**config.mk**
```make
export PLATFORM = sky130hd
export DESIGN_NAME = regfile_write_arbiter
export DESIGN_NICKNAME = d
export VERILOG_FILES = /design/src/rtl/regfile_pkg.sv /design/src/rtl/rr_arbiter2.sv /design/src/rtl/regfile_write_arbiter.sv
export SDC_FILE = /design/constraint.sdc
export NUM_CORES = 1
export LEC_CHECK = 0
export BUFFER_PORTS_ARGS = -buffer_cell sky130_fd_sc_hd__buf_2
export CAP_MARGIN = 30
export CORE_MARGIN = 5
export CORE_UTILIZATION = 51
export DETAILED_ROUTE_END_ITERATION = 8
export GPL_ROUTABILITY_DRIVEN = 0
export GPL_TIMING_DRIVEN = 0
export PLACE_DENSITY = 0.84
export RECOVER_POWER = 100
export SLEW_MARGIN = 5
export SYNTH_ARGS = -nofsm -noshare
export SYNTH_HDL_FRONTEND = slang
export SYNTH_SLANG_ARGS = --single-unit
```
**constraint.sdc**
```tcl
create_clock -name clk -period 4 [get_ports clk]
set_input_delay 0.2 -clock clk [delete_from_list [all_inputs] [get_ports clk]]
set_output_delay 0.2 -clock clk [all_outputs]
set_load 0.02 [all_outputs]
```
**src/rtl/regfile_pkg.sv**
```systemverilog
// Shared constants and FSM encoding for the register-file write arbiter.
package regfile_pkg;
  localparam int DATA_WIDTH = 8;
  localparam int NUM_REGS   = 4;
  localparam int SEL_WIDTH  = $clog2(NUM_REGS);
  localparam int CNT_WIDTH  = 8;
  localparam logic [CNT_WIDTH-1:0] CNT_MAX = '1;

  typedef enum logic {
    ST_IDLE  = 1'b0,
    ST_CLEAR = 1'b1
  } state_e;
endpackage

```
**src/rtl/rr_arbiter2.sv**
```systemverilog
// Two-way round-robin grant; last_grant moves only when a grant is accepted.
module rr_arbiter2 (
  input  logic clk,
  input  logic rst_n,
  input  logic enable_i,
  input  logic req0_i,
  input  logic req1_i,
  input  logic accept_i,
  output logic gnt0_o,
  output logic gnt1_o
);
  logic last_grant_q, last_grant_d;

  always_comb begin
    gnt0_o = 1'b0;
    gnt1_o = 1'b0;
    if (enable_i) begin
      if (req0_i && req1_i) begin
        gnt0_o = last_grant_q;
        gnt1_o = !last_grant_q;
      end else begin
        gnt0_o = req0_i;
        gnt1_o = req1_i;
      end
    end
  end

  always_comb begin
    last_grant_d = last_grant_q;
    if (accept_i) last_grant_d = gnt1_o;
  end

  // Resets to port 1 so port 0 wins the first conflict.
  always_ff @(posedge clk or negedge rst_n) begin
    if (!rst_n) last_grant_q <= 1'b1;
    else        last_grant_q <= last_grant_d;
  end
endmodule

```
**src/rtl/regfile_write_arbiter.sv**
```systemverilog
// Shares the register-file write port between two requesters and runs a clear sweep.
module regfile_write_arbiter
  import regfile_pkg::*;
(
  input  logic                  clk,
  input  logic                  reset,
  input  logic                  req0_valid,
  input  logic [SEL_WIDTH-1:0]  req0_dest,
  input  logic [DATA_WIDTH-1:0] req0_data,
  output logic                  req0_ready,
  input  logic                  req1_valid,
  input  logic [SEL_WIDTH-1:0]  req1_dest,
  input  logic [DATA_WIDTH-1:0] req1_data,
  output logic                  req1_ready,
  input  logic                  clear_req,
  output logic                  busy,
  output logic                  load_enable,
  output logic [SEL_WIDTH-1:0]  dest_select,
  output logic [DATA_WIDTH-1:0] reg_data,
  output logic [CNT_WIDTH-1:0]  conflict_count
);
  localparam logic [SEL_WIDTH-1:0] SWEEP_LAST = SEL_WIDTH'(NUM_REGS - 1);

  state_e                state_q, state_d;
  logic [SEL_WIDTH-1:0]  sweep_q, sweep_d;
  logic                  load_q, load_d;
  logic [SEL_WIDTH-1:0]  dest_q, dest_d;
  logic [DATA_WIDTH-1:0] data_q, data_d;
  logic [CNT_WIDTH-1:0]  cnt_q, cnt_d;
  logic                  arb_en, gnt0, gnt1;

  // Clear takes priority over requests in the cycle it is sampled.
  assign arb_en = reset && (state_q == ST_IDLE) && !clear_req;

  rr_arbiter2 u_arb (
    .clk      (clk),
    .rst_n    (reset),
    .enable_i (arb_en),
    .req0_i   (req0_valid),
    .req1_i   (req1_valid),
    .accept_i (gnt0 || gnt1),
    .gnt0_o   (gnt0),
    .gnt1_o   (gnt1)
  );

  assign req0_ready     = gnt0;
  assign req1_ready     = gnt1;
  assign busy           = (state_q == ST_CLEAR);
  assign load_enable    = load_q;
  assign dest_select    = dest_q;
  assign reg_data       = data_q;
  assign conflict_count = cnt_q;

  always_comb begin
    state_d = state_q;
    sweep_d = sweep_q;
    load_d  = 1'b0;
    dest_d  = dest_q;
    data_d  = data_q;
    cnt_d   = cnt_q;
    if (req0_valid && req1_valid && (cnt_q != CNT_MAX)) cnt_d = cnt_q + CNT_WIDTH'(1);
    case (state_q)
      ST_IDLE: begin
        if (clear_req) begin
          state_d = ST_CLEAR;
          sweep_d = '0;
        end else if (gnt0) begin
          load_d = 1'b1;
          dest_d = req0_dest;
          data_d = req0_data;
        end else if (gnt1) begin
          load_d = 1'b1;
          dest_d = req1_dest;
          data_d = req1_data;
        end
      end
      ST_CLEAR: begin
        load_d  = 1'b1;
        dest_d  = sweep_q;
        data_d  = '0;
        sweep_d = sweep_q + SEL_WIDTH'(1);
        if (sweep_q == SWEEP_LAST) state_d = ST_IDLE;
      end
      default: state_d = ST_IDLE;
    endcase
  end

  always_ff @(posedge clk or negedge reset) begin
    if (!reset) begin
      state_q <= ST_IDLE;
      sweep_q <= '0;
      load_q  <= 1'b0;
      dest_q  <= '0;
      data_q  <= '0;
      cnt_q   <= '0;
    end else begin
      state_q <= state_d;
      sweep_q <= sweep_d;
      load_q  <= load_d;
      dest_q  <= dest_d;
      data_q  <= data_d;
      cnt_q   <= cnt_d;
    end
  end
endmodule
```
# Word level (Yosys, flattened, before mapping)
# Index checks and enable logic that the tools add are counted.
[word_totals]
ff_bits = 23
input_bits = 25
out_inout_bits = 22
word_cells = 44
[op_classes]
n_addsub = 2
eq_ne = 5
n_mux = 21
bitwise = 1
reduce_logical = 8
[op_table]
columns = ["cell", "n"]
rows = [
  ["8-bit 2-to-1 mux", 3],
  ["8-bit case mux with 2 select lines", 1],
  ["1-bit 2-to-1 mux", 9],
  ["8-bit by 1-bit adder with 8-bit output (second input constant)", 1],
  ["2-bit 2-to-1 mux", 4],
  ["8-bit != test (second input constant)", 1],
  ["2-bit case mux with 2 select lines", 2],
  ["1-bit logical AND", 4],
  ["2-bit != test (second input constant)", 2],
  ["1-bit case mux with 2 select lines", 2],
  ["3-bit != test (second input constant)", 1],
  ["2-bit by 1-bit adder with 2-bit output (second input constant)", 1],
  ["2-bit equality test (second input constant)", 1],
  ["1-bit zero test", 2],
  ["2-bit AND reduction", 1],
  ["1-bit logical OR", 1],
  ["1-bit inverter", 1],
]

# Longest topological paths before layout
# Gate-level depths: netlist (run 1).
[logic_depth]
depth_word = 8
mapped_depth = 5
mapped_depth_nobuf = 5

# Modules after synthesis
# A second synthesis (run 1) with hierarchy kept.
[unflattened]
hier_cells = 110
area_unflattened_um2 = 1173.6
[modules_own_cells]
columns = ["module", "n_inst", "cells_per_inst", "area_per_inst_um2", "seq_area_each_um2"]
rows = [
  ["regfile_write_arbiter", 1, 102, 1107.3, 550.5],
  ["rr_arbiter2", 1, 8, 66.3, 26.3],
]

# Least setup slack after synthesis (run 1)
# OpenSTA, ideal clock, no wires.
[synth_path]
path_type = "reg-to-reg"
from = "register cnt_q[0] (netlist: conflict_count[0])"
to = "register cnt_q[1] (netlist: conflict_count[1])"
setup_ns = 0.125
arrival_ns = 1.505
t_required_ns = 3.875
slack_ns = 2.370
path_stages_with_launch = 6
n_path_buf = 0
period_less_slack_ns = 1.630
path_cell_list = "dfrtp_1 > ha_1 > inv_1 > or3_4 > nand3_2 > mux2_4"
[synth_via]
elab_chain_cells = 2
elab_cells_between_ends = 3
cone_classes = "1 x add/sub; 1 x eq/ne; 1 x reduce/logical"
[synth_lines]
columns = ["item", "line_no", "text"]
rows = [
  ["start: declaration", "regfile_write_arbiter.sv:29", "logic [CNT_WIDTH-1:0] cnt_q, cnt_d;"],
  ["start signal: assignment", "regfile_write_arbiter.sv:102", "cnt_q <= cnt_d;"],
  ["branches (longest 2 deep; another with 8-bit by 1-bit adder with 8-bit output)", "-", ""],
]
# Several ways; the timed one is not identified.
# A chain may end at the register's enable or synchronous reset.

# Worst setup path after layout (run 1)
[layout_path]
from = "input port reset"
to = "output port req1_ready"
[layout_via]
elab_chain_cells = 3
[layout_lines]
columns = ["item", "line_no", "text"]
rows = [
  ["start: declaration", "regfile_write_arbiter.sv:6", "input logic reset,"],
  ["1-bit logical AND (2 in a row)", "regfile_write_arbiter.sv:33", "assign arb_en = reset && (state_q == ST_IDLE) && !clear_req;"],
  ["1-bit 2-to-1 mux", "rr_arbiter2.sv:17", "if (enable_i) begin"],
  ["end: declaration", "regfile_write_arbiter.sv:14", "output logic req1_ready,"],
]
# No other way between the ends.

==> flow_metrics.tcl, run 1 <==
set metrics [dict create \
    tightestPinTransition_ps 1217 \
    fp.dieW_um 57.87 \
    cp-start-kind "input port" \
    yosys.cell_types.count 32 \
    route.detailed.wl_per_inst_um 14.12 \
    netlist_instances 106 \
    yosys-top-cells-area "dfrtp_1, mux2i_1, nand3b_1" \
    outcome "completed" \
    skew_ps 2.525 \
    grt.total_usage 0.1727 \
    max_slew_margin 0.1889 \
    wirelength_um 2613 \
    layout.filler_cells 193 \
    syn2layout_area_growth_pct 20.99 \
    antenna_cells 0 \
    die_h_um 57.87 \
    clock.fmax_mhz 358.8 \
    hold_slack_ps 122.5 \
    hp-class "input port to flip-flop" \
    antenna_found_initial 0 \
    hold_buffers 1 \
    grt_pass1_wl_um 4491 \
    drtIter0Drc 15 \
    crit_type "input port to output pin" \
    synth_nets 133 \
    slew_violations 0 \
    dpl.hpwl_um 2051 \
    post-cts-setup-buffers 0 \
    core-area_um2 2191 \
    power_uw 802.9 \
    num_vias 964 \
    grt_max_degree 25 \
    cts.path.max_buffers 2 \
    die-area_um2 3349 \
    start_util 0.5334 \
    end_kind "output pin" \
    worstSkewPairLatency_ps 310 \
    grtUsageMet2 0.3177 \
    first_global_vias 1038 \
    hold_viol 0 \
    ys_ff_latch 23 \
    setup_tns_ps 0 \
    cap_violations 0 \
    rsz0062_at_grt "false" \
    via_per_inst 5.211 \
    period_share 0.6967 \
    arrival_ps 2590 \
    final_nets 185 \
    h-tree-depth 1 \
    drive_above_1_share 0.2293 \
    clkTransAtPathRegs_ps 130 \
    place.port_buffers 46 \
    cp.required_ps 3800 \
    cts_made_buffers 3 \
    clock-sinks 23 \
    root_buffer "clkbuf_4" \
    p_per_area_nw_per_um2 567.9 \
    ant_nets 0 \
    syn_area_um2 1169 \
    seq_area_frac_synth 0.4936 \
    cts_tree "built" \
    yosys_warnings 0 \
    route.detailed.drc 0 \
    ir_drop_mv 0.3403 \
    setup_viol 0 \
    row_count 17 \
    busiest_layer "met2" \
    cts_resized 0 \
    layout_setup_ws_ps 1213 \
    yosys.area.top_type "dfrtp_1" \
    layout_min_cycle_time_ps 2787 \
    gr-usage-met3 0.02450 \
    grtUsageMet1 0.1890 \
    synth.avg_cell_area_um2 11.02 \
    path_max_fanout 24 \
    io_pins 47 \
    overflow 0 \
    synth_top_cell_area_share 0.4711 \
    dpl_worst_slack_ps 2255 \
    firstDrtPassIters 4 \
    leakagePower_uw 0.0006912 \
]
cell usage after synthesis, drive strengths merged:
master and number:
mux2 2, nand3 6, clkbuf 1, nor2 5, nand2b 1, o21ai 11, nor3b 1, a21oi 2
nor2b 1, nand4 2, a22o 1, xnor2 3, mux2i 13, or3 1, o221ai 2, a31oi 1
dfrtp 22, o21a 2, buf 3, and3 2, dfstp 1, nand2 8, nand3b 8, ha 2
inv 5
worst paths after layout:
path                       cells past startpoint  slack (ps)              startpoint                              to
hold / removal                                 2         120              req0_valid  u_arb.last_grant_q$_DFFE_PN1P_
setup reg to reg                               5        2200          busy$_DFF_PN0_      dest_select[1]$_DFFE_PN0P_
min in group asynchronous                      2         640                   reset   conflict_count[6]$_DFFE_PN0P_
hold reg to reg                                1         520  sweep_q[0]$_DFFE_PN0P_          sweep_q[0]$_DFFE_PN0P_
max in group asynchronous                      2        2640                   reset         reg_data[4]$_DFFE_PN0P_
setup / recovery                               6        1210                   reset                      req1_ready
state kept, by name (all words and copies together) (netlist names):
name,count
busy,1
dest_select,2
sweep_q,2
reg_data,8
load_enable,1
u_arb.last_grant_q,1
conflict_count,8
final cells by class:
type	count	area, um^2	share of cell area
Buffer	4	23.77	0.01681
Clock buffer	3	22.52	0.01593
Clock inverter	1	5.005	0.003540
Inverter	5	18.77	0.01327
Multi-Input combinational cell	74	518.0	0.3664
Sequential cell	23	576.8	0.4080
Tap cell	28	35.03	0.02478
Timing Repair Buffer	47	214.0	0.1513
metrics by stage:
stage	cell area, um^2	utilization	instances
after CTS	1471	0.6716	185
after global routing	1414	0.6453	185
after global placement	1434	0.6545	180
after floorplan	1169	-	106
final	1414	0.6453	185
after detailed placement	1434	0.6545	180
power breakdown:
group | total (uW) | internal [uW] | leakage (uW) | switching, uW
Combinational | 318 | 130 | 0.000388 | 188
Clock | 108 | 37.4 | 0.0000177 | 70.7
Sequential | 377 | 307 | 0.000286 | 69.8
Total | 803 | 474 | 0.000691 | 329
cell usage in the layout (no fill, tap or decap), types with 2 or more instances in the layout:
master,netlist,final
a21oi_1,2,2
buf_2,2,26
clkbuf_1,1,23
clkbuf_4,0,3
dfrtp_1,22,22
ha_1,2,2
inv_1,5,5
mux2i_1,13,13
nand2_1,8,8
nand3_1,4,6
nand3b_1,8,8
nand4_1,2,2
nor2_1,5,5
o21a_1,2,2
o21ai_0,1,7
o21ai_1,9,3
xnor2_1,3,3
per-layer routing:
layer	share of wire	wire [um]	vias to the layer above
met2	0.51	1333	31
met4	0.031	81	0
met3	0.064	168	9
met1	0.39	1030	444
met5	0	0	-
li1	-	-	480
logic make-up (layout without fill, tap and decap cells):
family,after synthesis,count (layout),synth area share
AND/OR/NAND/NOR,35,35,0.1863
flip-flops,23,23,0.4936
AO/OA/AOI/OAI,19,19,0.1049
multiplexers,15,15,0.1338
buffers and inverters,9,60,0.03747
XOR/XNOR,3,3,0.02249
adder cells (fa/ha/maj),2,2,0.02141
critical path, stage by stage:
cell and delay [ps]:
dlygate4sd3_1 520, clkbuf_1 890, nor3b_1 520, nand2_1 100
a21oi_1 150, buf_2 190
(Power assumes the default switching activity.)
==> run 2, diff against run 1 <==
ABC_AREA = 1   (was not set)
CORE_UTILIZATION = 43   (was 51)
PLACE_DENSITY = 0.74   (was 0.84)
clock period = 2.5 ns   (was 4 ns; I/O delays follow)
==> run 2 against run 1 <==
  * Via count grew 18%
  * Sequential power rose by 52%
  * Area after synthesis up 4.9%
  * Final area grew 4.6%
  * Largest power group unchanged
==> flow_metrics.tcl, run 2 <==
set metrics [dict create \
    synth_top_cell_area_share 0.4490 \
    firstDrtPassIters 4 \
    r2r_start "busy$_DFF_PN0_" \
    worstSkewPairLatency_ps 310 \
    synthFlopType "dfrtp_1" \
    startpoint "reset" \
    cp.required_ps 2380 \
    dpl.hpwl_um 2163 \
    yosys.area.top_type "dfrtp_1" \
    io_pins 47 \
    antenna_cells 0 \
    clkTransAtPathRegs_ps 120 \
    arrival_ps 1940 \
    drtIter0Drc 42 \
    hold_buffers 1 \
    overflow 0 \
    slowest_delay_ps 520 \
    outcome "completed" \
    cts_resized 0 \
    setup_viol 0 \
    layout.filler_cells 298 \
    hp-class "input port to flip-flop" \
    drive_above_1_share 0.1722 \
    fp.dieW_um 63.40 \
    start_util 0.4485 \
    num_vias 1138 \
    yosys.cell_types.count 24 \
    root_buffer "clkbuf_4" \
    synthTopCellsByCount "nand2_1, inv_1, dfrtp_1" \
    crit_chain "dlygate4sd3_1 -> buf_2 -> nand2_2 -> nor2_1 -> o211ai_1 -> inv_1 -> buf_2" \
    power_uw 1217 \
    final_nets 237 \
    setup_tns_ps 0 \
    worst-r2r-cell-count 9 \
    synth_most_common_cell "nand2_1" \
    final_cell_mix "nand2_1, buf_2, inv_1, clkbuf_1, dfrtp_1" \
    antenna_found_initial 0 \
    cap_violations 0 \
    route.detailed.wl_per_inst_um 11.68 \
    r2r_slack_ps 790 \
    async_flop_share 1.000 \
    via_per_inst 4.742 \
    core-area_um2 2734 \
    multi_input_area_um2 516.7 \
    slowest_stage "dlygate4sd3_1" \
    period_share 0.8243 \
    max_slew_margin 0.6131 \
    rsz0062_at_grt "false" \
    power.share.clock 0.143 \
    path_max_fanout 26 \
    slew_violations 0 \
    synth_nets 185 \
    cts_made_buffers 3 \
    seqCellArea_um2 576.8 \
    ir_drop_mv 0.6673 \
    intPower_uw 699.4 \
    wirelength_um 2802 \
    tightestPinTransition_ps 580.4 \
    syn_area_um2 1226 \
    netlist_instances 158 \
    place.port_buffers 46 \
    h-tree-depth 1 \
    ys_ff_latch 23 \
    switching_share 0.4255 \
    clock.fmax_mhz 485.3 \
    end_kind "output pin" \
    yosys_warnings 0 \
    crit_type "input port to output pin" \
    crit_path_frequent_cell "buf_2" \
    layout_commonest_cell "nand2_1" \
    route.detailed.drc 0 \
    row_count 19 \
    die_h_um 63.40 \
    comb_power_share 0.387 \
    post-cts-setup-buffers 0 \
    skew_ps 1.849 \
    grt_max_degree 27 \
    synth-edff-count 0 \
    grt.total_usage 0.1428 \
    syn2layout_area_growth_pct 20.61 \
    layout_min_cycle_time_ps 2061 \
    seq_area_frac_synth 0.4704 \
    synth.avg_cell_area_um2 7.761 \
    grt_pass1_wl_um 4698 \
    p_per_area_nw_per_um2 823.2 \
    first_global_vias 1098 \
    reg2reg_to "dest_select[0]$_DFFE_PN0P_" \
    die-area_um2 4020 \
    ant_nets 0 \
    cts_tree "built" \
    yosys-top-cells-area "dfrtp_1, nand2_1, inv_1" \
    utilization 0.5410 \
    switching_power_uw 518.1 \
    cts.path.max_buffers 2 \
    pwr-share-seq 0.470 \
    setup.worst_path.end "req1_ready" \
    cp-start-kind "input port" \
    hold_viol 0 \
    leakagePower_uw 0.0008442 \
    clock-sinks 23 \
]
-- run 2: cell types whose count changed after synthesis, sizes merged, moves of 2 or more --
cell and delta:
nand2 +49, inv +22, mux2i -13, nand3 +8, nor2 +7, nand3b -6
and3 -2, buf -2, mux2 -2, o21a -2, o221ai -2
-- run 2: area by class of cell --
| type | count | share of cell area |
|---|---|---|
| flip-flops and latches | 23 | 0.3900 |
| multi-input cells | 107 | 0.3494 |
| repair buffers | 47 | 0.1455 |
| inverters | 27 | 0.06853 |
| well taps | 31 | 0.02623 |
| clock buffers | 4 | 0.01777 |
| plain buffers | 1 | 0.002538 |
-- run 2: worst max-delay path, delay by kind of cell --
| family | cells | cell delay, ps |
|---|---|---|
| buffers and inverters | 4 | 1240 |
| AOI/OAI and AO/OA | 1 | 160 |
| and+or+nand+nor | 2 | 400 |
-- run 2: stage by stage --
step / hold slack (ps) / instances / worst slack [ps] / area, um^2
2_1_floorplan: -170.6 / 158 / 1060 / 1226
3_3_place_gp: 153.0 / 235 / 973.7 / 1495
3_5_place_dp: 156.2 / 235 / 969.4 / 1495
5_1_grt: 48.29 / 240 / 247.0 / 1479
6_report: 56.96 / 240 / 439.2 / 1479
4_1_cts: 50.05 / 240 / 561.1 / 1531
-- run 2: worst min path at each step --
| stage | depth (start not counted) | to | start |
|---|---|---|---|
| 6_report | 3 | reg_data[2]$_DFFE_PN0P_ | req0_data[2] |
| 5_1_grt | 3 | reg_data[2]$_DFFE_PN0P_ | req0_data[2] |
| 4_1_cts | 3 | reg_data[6]$_DFFE_PN0P_ | req0_data[6] |
| 3_5_place_dp | 1 | conflict_count[4]$_DFFE_PN0P_ | reset |
| 3_3_place_gp | 1 | reg_data[0]$_DFFE_PN0P_ | reset |
| 2_1_floorplan | 0 | busy$_DFF_PN0_ | reset |
-- run 2: logic make-up (layout without fill, tap and decap cells) --
| group | after synthesis | after routing | share of synthesized area |
|---|---|---|---|
| and+or+nand+nor | 87 | 87 | 0.3173 |
| DFF | 23 | 23 | 0.4704 |
| adders and majority gates | 2 | 2 | 0.02040 |
| xor gates and xnor gates | 4 | 4 | 0.02858 |
| AOI/OAI and AO/OA | 14 | 14 | 0.07143 |
| buffers and inverters | 28 | 79 | 0.09184 |
-- run 2: power by group through the flow --
stage	sequential [uW]	clock [uW]	combinational, uW
finish	573	174	471
global route	591	195	535
CTS	573	183	514
detailed placement	581	0	512
global placement	577	0	502
floorplan	669	0	244
-- run 2: layer usage --
metal  vias up  wire, um  GRT usage
met1       518      1119     0.1609
li1        591         -          -
met3         0       180    0.04796
met5         -         0          0
met2        29      1503     0.2614
met4         0         0    0.02338
==> run 3, diff against run 2 <==
CORE_UTILIZATION = 48   (was 43)
PLACE_DENSITY = 0.79   (was 0.74)
clock period = 2 ns   (was 2.5 ns; I/O delays follow)
==> run 3 against run 2 <==
  * Total power up 26%
  * Largest cell class unchanged
  * Utilization rose by 6.4 points
  * Via count hardly changed
  * Setup slack worse by 220 ps
  * Critical endpoint unchanged
  * Highest routed layer is now met4
==> flow_metrics.tcl, run 3 (synthesis gave the netlist of run 2 again) <==
set metrics [dict create \
    dpl.hpwl_um 2119 \
    cts.path.max_buffers 2 \
    cap_violations 0 \
    core-area_um2 2455 \
    crit_family "buffers and inverters" \
    final_nets 237 \
    skew_ps 1.386 \
    worst-r2r-cell-count 8 \
    layout_commonest_cell "nand2_1" \
    cp-start-kind "input port" \
    row_count 18 \
    first_global_vias 1116 \
    outcome "completed" \
    reg2reg_to "conflict_count[7]$_DFFE_PN0P_" \
    clock.fmax_mhz 563.1 \
    slowest_stage "dlygate4sd3_1" \
    clock-sinks 23 \
    route.detailed.wl_per_inst_um 11.62 \
    grt.total_usage 0.1672 \
    p_per_area_nw_per_um2 1036 \
    rsz0062_at_grt "false" \
    layout_min_cycle_time_ps 1776 \
    h-tree-depth 1 \
    period_share 0.8879 \
    setup_tns_ps 0 \
    drtIter0Drc 40 \
    start_util 0.4995 \
    end_kind "output pin" \
    route.detailed.drc 0 \
    overflow 0 \
    final_cell_mix "nand2_1, inv_1, buf_2, dfrtp_1, clkbuf_1" \
    path_max_fanout 26 \
    layout.filler_cells 258 \
    die_h_um 60.54 \
    setup_viol 0 \
    hp-class "input port to flip-flop" \
    dp.cells 234 \
    startpoint "reset" \
    place_area_um2 1494 \
    antenna_cells 0 \
    clkTransAtPathRegs_ps 120 \
    grt_pass1_wl_um 4588 \
    crit_type "input port to output pin" \
    r2r_start "conflict_count[1]$_DFFE_PN0P_" \
    seqCellArea_um2 576.8 \
    drive_above_1_share 0.1722 \
    hold_viol 0 \
    wirelength_um 2777 \
    ant_nets 0 \
    whs_path_depth 3 \
    grt_max_degree 27 \
    via_per_inst 4.766 \
    worstSkewPairLatency_ps 310 \
    utilization 0.6045 \
    fp.dieW_um 60.54 \
    ir_drop_mv 0.8335 \
    cts_made_buffers 3 \
    leakagePower_uw 0.0008460 \
    root_buffer "clkbuf_4" \
    io_pins 47 \
    cp.required_ps 1900 \
    tightestPinTransition_ps 344.9 \
    crit_chain "dlygate4sd3_1 -> clkbuf_4 -> nand2_1 -> nor2_4 -> o211ai_1 -> inv_1 -> clkbuf_2" \
    num_vias 1139 \
    multi_input_area_um2 519.2 \
    antenna_found_initial 0 \
    die-area_um2 3665 \
    firstDrtPassIters 4 \
    max_slew_margin 0.7701 \
    min_to "reg_data[2]$_DFFE_PN0P_" \
    post-cts-setup-buffers 0 \
    finish.instance_area_um2 1484 \
    path_buf_inv 4 \
    syn2layout_area_growth_pct 21.02 \
    min_from "req0_data[2]" \
    cts_tree "built" \
    arrival_ps 1680 \
    slowest_delay_ps 520 \
    stdcell_count 239 \
    slew_violations 0 \
    r2r_slack_ps 400 \
    place.port_buffers 46 \
]
-- run 3: worst max path at each step --
stage / slack (ps) / endpoint / cells past startpoint
final: 220 / req1_ready / 7
after global routing: 90 / req1_ready / 7
after CTS: 80 / req0_ready / 7
after detailed placement: 470 / dest_select[0]$_DFFE_PN0P_ / 9
after global placement: 530 / dest_select[0]$_DFFE_PN0P_ / 9
after floorplan: 560 / conflict_count[3]$_DFFE_PN0P_ / 8
-- run 3: routing by layer --
layer  wire [um]  vias to the layer above  GRT usage
met5           0                        -          0
met4          27                        0    0.05882
met3         210                        4    0.02979
met2        1281                       32     0.2994
met1        1258                      508     0.2016
li1            -                      595          -
-- run 3: area by class of cell --
type                    count  share of cell area
flip-flops and latches     23              0.3887
plain buffers               1            0.003373
inverters                  27             0.06830
well taps                  30             0.02530
multi-input cells         107              0.3499
clock buffers               4             0.01771
repair buffers             47              0.1467
-- run 3: through the flow --
stage | hold WS (ps) | total power [uW] | setup slack [ps]
2_1_floorplan | -195.6 | 1141 | 559.9
6_report | 51.53 | 1538 | 224.1
5_1_grt | 48.26 | 1659 | 90.55
3_5_place_dp | 125.7 | 1373 | 470.4
4_1_cts | 31.20 | 1591 | 83.12
3_3_place_gp | 121.2 | 1340 | 534.2
-- run 3: report_power, final --
| part | switching, uW | internal (uW) | total (uW) |
|---|---|---|---|
| clock | 138 | 77.9 | 216 |
| sequential | 116 | 603 | 718 |
| combinational | 405 | 198 | 603 |
| total | 659 | 879 | 1540 |
-- run 3: repair_timing --
action | in CTS | in global routing
setup endpoints to repair | 0 | 2
gates resized for setup | 0 | 1
hold endpoints to repair | 22 | 0
hold buffers | 1 | 0
-- run 3: tightest hold or removal path, cell delays in order --
cell and delay (ps):
buf_2 70, nor2_1 30, o21ai_1 120
